<file path="src/rtl/msx_audio_mixer_pkg.sv">
// Shared types and constants for the time-multiplexed MSX audio mixer.
package msx_audio_mixer_pkg;

  typedef enum logic [1:0] {
    IDLE = 2'd0,
    ACC  = 2'd1,
    SAT  = 2'd2
  } mixer_state_t;

  localparam int unsigned MIX_UNITY_GAIN = 128;

endpackage

</file>
<file path="src/rtl/msx_audio_mixer_if.sv">
// Sample-source side and mixed-output side of the audio mixer.
interface msx_audio_mixer_if #(
  parameter int unsigned CHANNELS = 4,
  parameter int unsigned IN_W     = 16,
  parameter int unsigned GAIN_W   = 8,
  parameter int unsigned OUT_W    = 16
);

  logic                         ce_sample;
  logic [CHANNELS*IN_W-1:0]     ch_in;
  logic [CHANNELS*GAIN_W-1:0]   ch_gain;
  logic [CHANNELS-1:0]          ch_mute;
  logic                         stat_clr;
  logic [OUT_W-1:0]             audio;
  logic                         audio_valid;
  logic                         busy;
  logic                         clip;
  logic                         overrun;

  modport master (
    output ce_sample, ch_in, ch_gain, ch_mute, stat_clr,
    input  audio, audio_valid, busy, clip, overrun
  );

  modport slave (
    input  ce_sample, ch_in, ch_gain, ch_mute, stat_clr,
    output audio, audio_valid, busy, clip, overrun
  );

endinterface

</file>
<file path="src/rtl/msx_audio_mixer_audio_sat.sv">
// Combinational signed saturation from IN_W to OUT_W bits with a clip flag.
module audio_sat #(
  parameter int unsigned IN_W  = 21,
  parameter int unsigned OUT_W = 16
) (
  input  logic [IN_W-1:0]  din,
  output logic [OUT_W-1:0] dout_c,
  output logic             clip_c
);

  generate
    if (IN_W > OUT_W) begin : g_narrow
      // Value fits when every bit from the OUT_W sign position upward agrees.
      logic [IN_W-OUT_W:0] hi_c;

      always_comb begin
        hi_c   = din[IN_W-1:OUT_W-1];
        clip_c = !((hi_c == '0) || (&hi_c));
        dout_c = din[OUT_W-1:0];
        if (clip_c) begin
          dout_c = din[IN_W-1] ? {1'b1, {(OUT_W-1){1'b0}}}
                               : {1'b0, {(OUT_W-1){1'b1}}};
        end
      end
    end else begin : g_wide
      assign dout_c = OUT_W'($signed(din));
      assign clip_c = 1'b0;
    end
  endgenerate

endmodule

</file>
<file path="src/rtl/msx_audio_mixer.sv">
// N-channel gain/mute mixer: snapshot on ce_sample, one MAC per clock, saturate.
module msx_audio_mixer
  import msx_audio_mixer_pkg::*;
#(
  parameter int unsigned CHANNELS  = 4,
  parameter int unsigned IN_W      = 16,
  parameter int unsigned GAIN_W    = 8,
  parameter int unsigned GAIN_FRAC = $clog2(MIX_UNITY_GAIN),
  parameter int unsigned OUT_W     = 16
) (
  input logic               clk21m,
  input logic               reset_n,
  msx_audio_mixer_if.slave  bus
);

  localparam int unsigned PROD_W = IN_W + GAIN_W + 1;
  localparam int unsigned CH_LOG = $clog2(CHANNELS);
  localparam int unsigned ACC_W  = PROD_W + CH_LOG + 1;
  localparam int unsigned SAT_W  = ACC_W - GAIN_FRAC;
  localparam int unsigned IDX_W  = (CHANNELS > 1) ? CH_LOG : 1;

  mixer_state_t             state;
  logic [IDX_W-1:0]         idx;
  logic signed [ACC_W-1:0]  acc;
  logic [OUT_W-1:0]         audio;
  logic                     audio_valid;
  logic                     busy;
  logic                     clip;
  logic                     overrun;

  logic signed [IN_W-1:0]   snap_in   [CHANNELS];
  logic [GAIN_W-1:0]        snap_gain [CHANNELS];
  logic [CHANNELS-1:0]      snap_mute;

  logic                     capture_c;
  logic signed [PROD_W-1:0] in_ext_c;
  logic signed [PROD_W-1:0] gain_ext_c;
  logic signed [PROD_W-1:0] prod_c;
  logic [OUT_W-1:0]         sat_c;
  logic                     sat_clip_c;

  assign capture_c = (state == IDLE) && bus.ce_sample;

  // Contribution of the channel currently selected by idx.
  always_comb begin
    in_ext_c   = PROD_W'(snap_in[idx]);
    gain_ext_c = PROD_W'({1'b0, snap_gain[idx]});
    prod_c     = snap_mute[idx] ? '0 : (in_ext_c * gain_ext_c);
  end

  audio_sat #(
    .IN_W  (SAT_W),
    .OUT_W (OUT_W)
  ) u_sat (
    .din    (acc[ACC_W-1:GAIN_FRAC]),
    .dout_c (sat_c),
    .clip_c (sat_clip_c)
  );

  // Input snapshot so sources may change freely once a frame has started.
  always_ff @(posedge clk21m or negedge reset_n) begin
    if (!reset_n) begin
      for (int k = 0; k < CHANNELS; k++) begin
        snap_in[k]   <= '0;
        snap_gain[k] <= '0;
      end
      snap_mute <= '0;
    end else if (capture_c) begin
      for (int k = 0; k < CHANNELS; k++) begin
        snap_in[k]   <= bus.ch_in[k*IN_W +: IN_W];
        snap_gain[k] <= bus.ch_gain[k*GAIN_W +: GAIN_W];
      end
      snap_mute <= bus.ch_mute;
    end
  end

  always_ff @(posedge clk21m or negedge reset_n) begin
    if (!reset_n) begin
      state       <= IDLE;
      idx         <= '0;
      acc         <= '0;
      audio       <= '0;
      audio_valid <= 1'b0;
      busy        <= 1'b0;
      clip        <= 1'b0;
      overrun     <= 1'b0;
    end else begin
      audio_valid <= 1'b0;
      // Sticky flags: a new event in the same cycle as stat_clr wins.
      clip    <= (clip & ~bus.stat_clr) | ((state == SAT) & sat_clip_c);
      overrun <= (overrun & ~bus.stat_clr) | ((state != IDLE) & bus.ce_sample);

      case (state)
        IDLE: begin
          if (capture_c) begin
            acc   <= '0;
            idx   <= '0;
            busy  <= 1'b1;
            state <= ACC;
          end
        end
        ACC: begin
          acc <= acc + ACC_W'(prod_c);
          idx <= idx + IDX_W'(1);
          if (idx == IDX_W'(CHANNELS - 1)) begin
            state <= SAT;
          end
        end
        SAT: begin
          audio       <= sat_c;
          audio_valid <= 1'b1;
          busy        <= 1'b0;
          state       <= IDLE;
        end
        default: begin
          state <= IDLE;
          busy  <= 1'b0;
        end
      endcase
    end
  end

  assign bus.audio       = audio;
  assign bus.audio_valid = audio_valid;
  assign bus.busy        = busy;
  assign bus.clip        = clip;
  assign bus.overrun     = overrun;

endmodule

</file>
<file path="src/flat_wrapper.sv">
// flat-port wrapper written by rule: the top's interface ports become plain ports
module msx_audio_mixer_flat import msx_audio_mixer_pkg::*;
#(
  parameter int unsigned CHANNELS  = 4,
  parameter int unsigned IN_W      = 16,
  parameter int unsigned GAIN_W    = 8,
  parameter int unsigned GAIN_FRAC = $clog2(MIX_UNITY_GAIN),
  parameter int unsigned OUT_W     = 16
)
  (clk21m, reset_n, bus_ce_sample, bus_ch_in, bus_ch_gain, bus_ch_mute, bus_stat_clr, bus_audio, bus_audio_valid, bus_busy, bus_clip, bus_overrun);
  msx_audio_mixer_if #(.CHANNELS(CHANNELS), .IN_W(IN_W), .GAIN_W(GAIN_W), .OUT_W(OUT_W)) bus_i ();
  input logic clk21m;
  input logic reset_n;
  input wire logic [$bits(bus_i.ce_sample)-1:0] bus_ce_sample;
  input wire logic [$bits(bus_i.ch_in)-1:0] bus_ch_in;
  input wire logic [$bits(bus_i.ch_gain)-1:0] bus_ch_gain;
  input wire logic [$bits(bus_i.ch_mute)-1:0] bus_ch_mute;
  input wire logic [$bits(bus_i.stat_clr)-1:0] bus_stat_clr;
  output wire logic [$bits(bus_i.audio)-1:0] bus_audio;
  output wire logic [$bits(bus_i.audio_valid)-1:0] bus_audio_valid;
  output wire logic [$bits(bus_i.busy)-1:0] bus_busy;
  output wire logic [$bits(bus_i.clip)-1:0] bus_clip;
  output wire logic [$bits(bus_i.overrun)-1:0] bus_overrun;
  assign bus_i.ce_sample = bus_ce_sample;
  assign bus_i.ch_in = bus_ch_in;
  assign bus_i.ch_gain = bus_ch_gain;
  assign bus_i.ch_mute = bus_ch_mute;
  assign bus_i.stat_clr = bus_stat_clr;
  assign bus_audio = bus_i.audio;
  assign bus_audio_valid = bus_i.audio_valid;
  assign bus_busy = bus_i.busy;
  assign bus_clip = bus_i.clip;
  assign bus_overrun = bus_i.overrun;
  msx_audio_mixer #(.CHANNELS(CHANNELS), .IN_W(IN_W), .GAIN_W(GAIN_W), .GAIN_FRAC(GAIN_FRAC), .OUT_W(OUT_W)) u_core (.clk21m(clk21m), .reset_n(reset_n), .bus(bus_i));
endmodule
</file>
<file path="config.mk">
export PLATFORM = sky130hd
export DESIGN_NAME = msx_audio_mixer_flat
export DESIGN_NICKNAME = d
export VERILOG_FILES = /design/src/rtl/msx_audio_mixer_pkg.sv /design/src/rtl/msx_audio_mixer_if.sv /design/src/rtl/msx_audio_mixer_audio_sat.sv /design/src/rtl/msx_audio_mixer.sv /design/src/flat_wrapper.sv
export SDC_FILE = /design/constraint.sdc
export NUM_CORES = 1
export LEC_CHECK = 0
export ABC_AREA = 1
export BUFFER_PORTS_ARGS = -buffer_cell sky130_fd_sc_hd__buf_2
export CAP_MARGIN = 20
export CORE_MARGIN = 10
export CORE_UTILIZATION = 30
export DETAILED_ROUTE_END_ITERATION = 6
export GPL_TIMING_DRIVEN = 0
export PLACE_DENSITY = 0.49
export SYNTH_ARGS = -nofsm -noshare
export SYNTH_HDL_FRONTEND = slang
export SYNTH_SLANG_ARGS = --single-unit
</file>
<file path="constraint.sdc">
create_clock -name clk21m -period 13.4 [get_ports clk21m]
set_clock_uncertainty 0.05 [all_clocks]
set_input_delay 1.34 -clock clk21m [delete_from_list [all_inputs] [get_ports clk21m]]
set_output_delay 1.34 -clock clk21m [all_outputs]
set_load 0.02 [all_outputs]
</file>
==> impl_metrics.ini <==
[logic_synthesis]
synthesis.nets = 1740
synth.ff_latch_count = 152
synthCells = 1456
ys_types = 51
yosys-top-cells-area = dfrtp_1, fa_1, nand2_1
synth_top_area_frac = 0.3013
avgSynthCellArea_um2 = 8.670
synth-edff-count = 0
synth_area_um2 = 12620
ys_warn_count = 0
yosys.area.top_type = dfrtp_1
ys_seq_area_frac = 0.3013
ys.flop_type = dfrtp_1
async_flop_share = 1.000

[cells_and_area]
layout-drive-gt1-share = 0.1962
layout_commonest_cell = nand2_1
antenna_cells = 0
nets = 1883
area_growth_pct = 15.12
most-common-layout-cells = nand2_1, inv_1, dfrtp_1

[drt]
drc = 0
wirelength_um = 34780
drt_iter0_drc = 611
ant_nets = 0
wl_per_cell_um = 16.18
vias = 9921
first_pass_iters = 5
viasPerCell = 4.614

[placed_design]
port-buffer-count = 123
place.gp.congestion = 0.8810
place_hpwl_um = 28850

[clocking]
clock-sinks = 152
cts-resized-gates = 0
cts-root-buf = clkbuf_16
numCtsBuffers = 17
post_cts_buffers = 0
path_clk_slew_ps = 60
clockBufferDepth = 2
hold_buffers = 0
htree_levels = 4
cts_tree = done
clock_latency_ps = 450

[die]
initial_core_util = 0.3023
die_w_um = 225.1
rows = 75
io_pins = 124
die-area_um2 = 50680
die_y_um = 225.1
coreArea_um2 = 41760

[sta]
finalHoldViolCount = 0
setup_violations = 0
layout_worst_path_cycle_share = 0.5874
slew_headroom = 0.4820
timing.fmax_ghz = 0.1270
worst_pin_slew_ps = 777.0
finalMaxSlewViolations = 0
layout_min_cycle_time_ps = 7871
finalSetupTns_ps = 0
rsz0062_at_grt = false

[worst_setup_path]
required_ps = 13690
critPathLaunchType = register
critPathMaxFanout = 10
worstSetupStartpoint = u_core.idx[1]
r2r-start = u_core.idx[1]
end_kind = register
cpMostUsedCell = a21oi_1
slowest_stage = fa_1
critPathMaxStageDelay_ps = 710
cp.arrival_ps = 8160
critical_path_class = reg2reg

[global_route]
grt_busiest_layer = met2
grt_pass1_vias = 10510
use_met3 = 0.02550
grt_max_degree = 107
use_met2 = 0.2320
antenna_found_initial = 0
grt_first_pass_wirelength_um = 57160
grt_usage = 0.1429
gr-total-overflow = 0
grtUsageMet1 = 0.1907

[hold_path]
hp-start = u_core.bus.busy
hold_class = reg2reg

[run]
cap_violations = 0

[status]
status = finished clean
flip-flops by register name (all words and copies together) (netlist names), 2 cells and up:
| name | count |
|---|---|
| u_core.acc | 28 |
| u_core.bus.audio | 16 |
| u_core.idx | 2 |
| u_core.snap_gain | 32 |
| u_core.snap_in | 64 |
| u_core.snap_mute | 4 |
| u_core.state | 2 |
critical path: cells and delay by family, from the launching register on:
family                     cells  cell delay, ps
adders and majority gates      6            3050
AOI/OAI and AO/OA             10            1820
buffers and inverters          5            1070
DFF                            1             460
and+or+nand+nor                9            1310
cells in the mapped netlist (all sizes together) (2+ instances only):
library cell,instances
nor4,3
nand2,310
inv,231
dfrtp,152
mux2,100
nand4,7
a32o,4
a21o,5
o22ai,4
o21ai,63
or2,4
nand3,37
o21bai,7
xor2,8
clkbuf,14
a21oi,102
o211ai,3
a22o,2
nand3b,2
fa,103
nor3,3
buf,30
a32oi,23
ha,77
xnor2,10
clkinv,2
nor2,143
a221oi,2
final timing paths:
| kind | end | slack, ps | cells after the start |
|---|---|---|---|
| worst min-delay path | u_core.bus.busy | 430 | 2 |
| max in group asynchronous | u_core.acc[1] | 11670 | 2 |
| min in group asynchronous | u_core.bus.audio[7] | 750 | 1 |
| worst min register to register | u_core.bus.busy | 430 | 2 |
| worst max-delay path | u_core.acc[26] | 5530 | 30 |
| worst max register to register | u_core.acc[26] | 5530 | 30 |
cells by family after synthesis:
kind of cell,share of synthesized area
AND/OR/NAND/NOR,0.1662
buffers and inverters,0.08643
AO/OA/AOI/OAI,0.1047
adder cells (fa/ha/maj),0.2397
flip-flops,0.3013
multiplexers,0.08921
XOR/XNOR,0.01249
per-layer routing:
metal	vias up	share of wire	routed length [um]
met3	32	0.033	1161
met2	160	0.46	15900
met1	4762	0.49	17170
met4	0	0.016	552
met5	-	0	0
li1	4967	-	-
stage by stage:
stage          utilization  hold WS (ps)  instances  worst slack (ps)  cell area (um^2)
6_report            0.3480         428.4       2150              5529             14530
3_3_place_gp        0.3332         419.9       2118              5447             13910
5_1_grt             0.3480         462.9       2150              4707             14530
4_1_cts             0.3480         435.3       2150              5379             14530
3_5_place_dp        0.3341         418.6       2119              5379             13950
2_1_floorplan            -         409.4       1456              7034             12620
area by class of cell:
| cell class | instances | area (um^2) |
|---|---|---|
| sequential | 152 | 3804 |
| clock inverter | 9 | 116.4 |
| fill | 4372 | 27230 |
| timing repair buffer | 124 | 653.1 |
| multi-input combinational | 1027 | 7729 |
| clock buffer | 22 | 464.2 |
| inverter | 233 | 875.8 |
| buffer | 44 | 215.2 |
| tap | 539 | 674.4 |
Power is not shown: default switching activity piles up to over one toggle a cycle in this logic, so the estimate is an artifact.
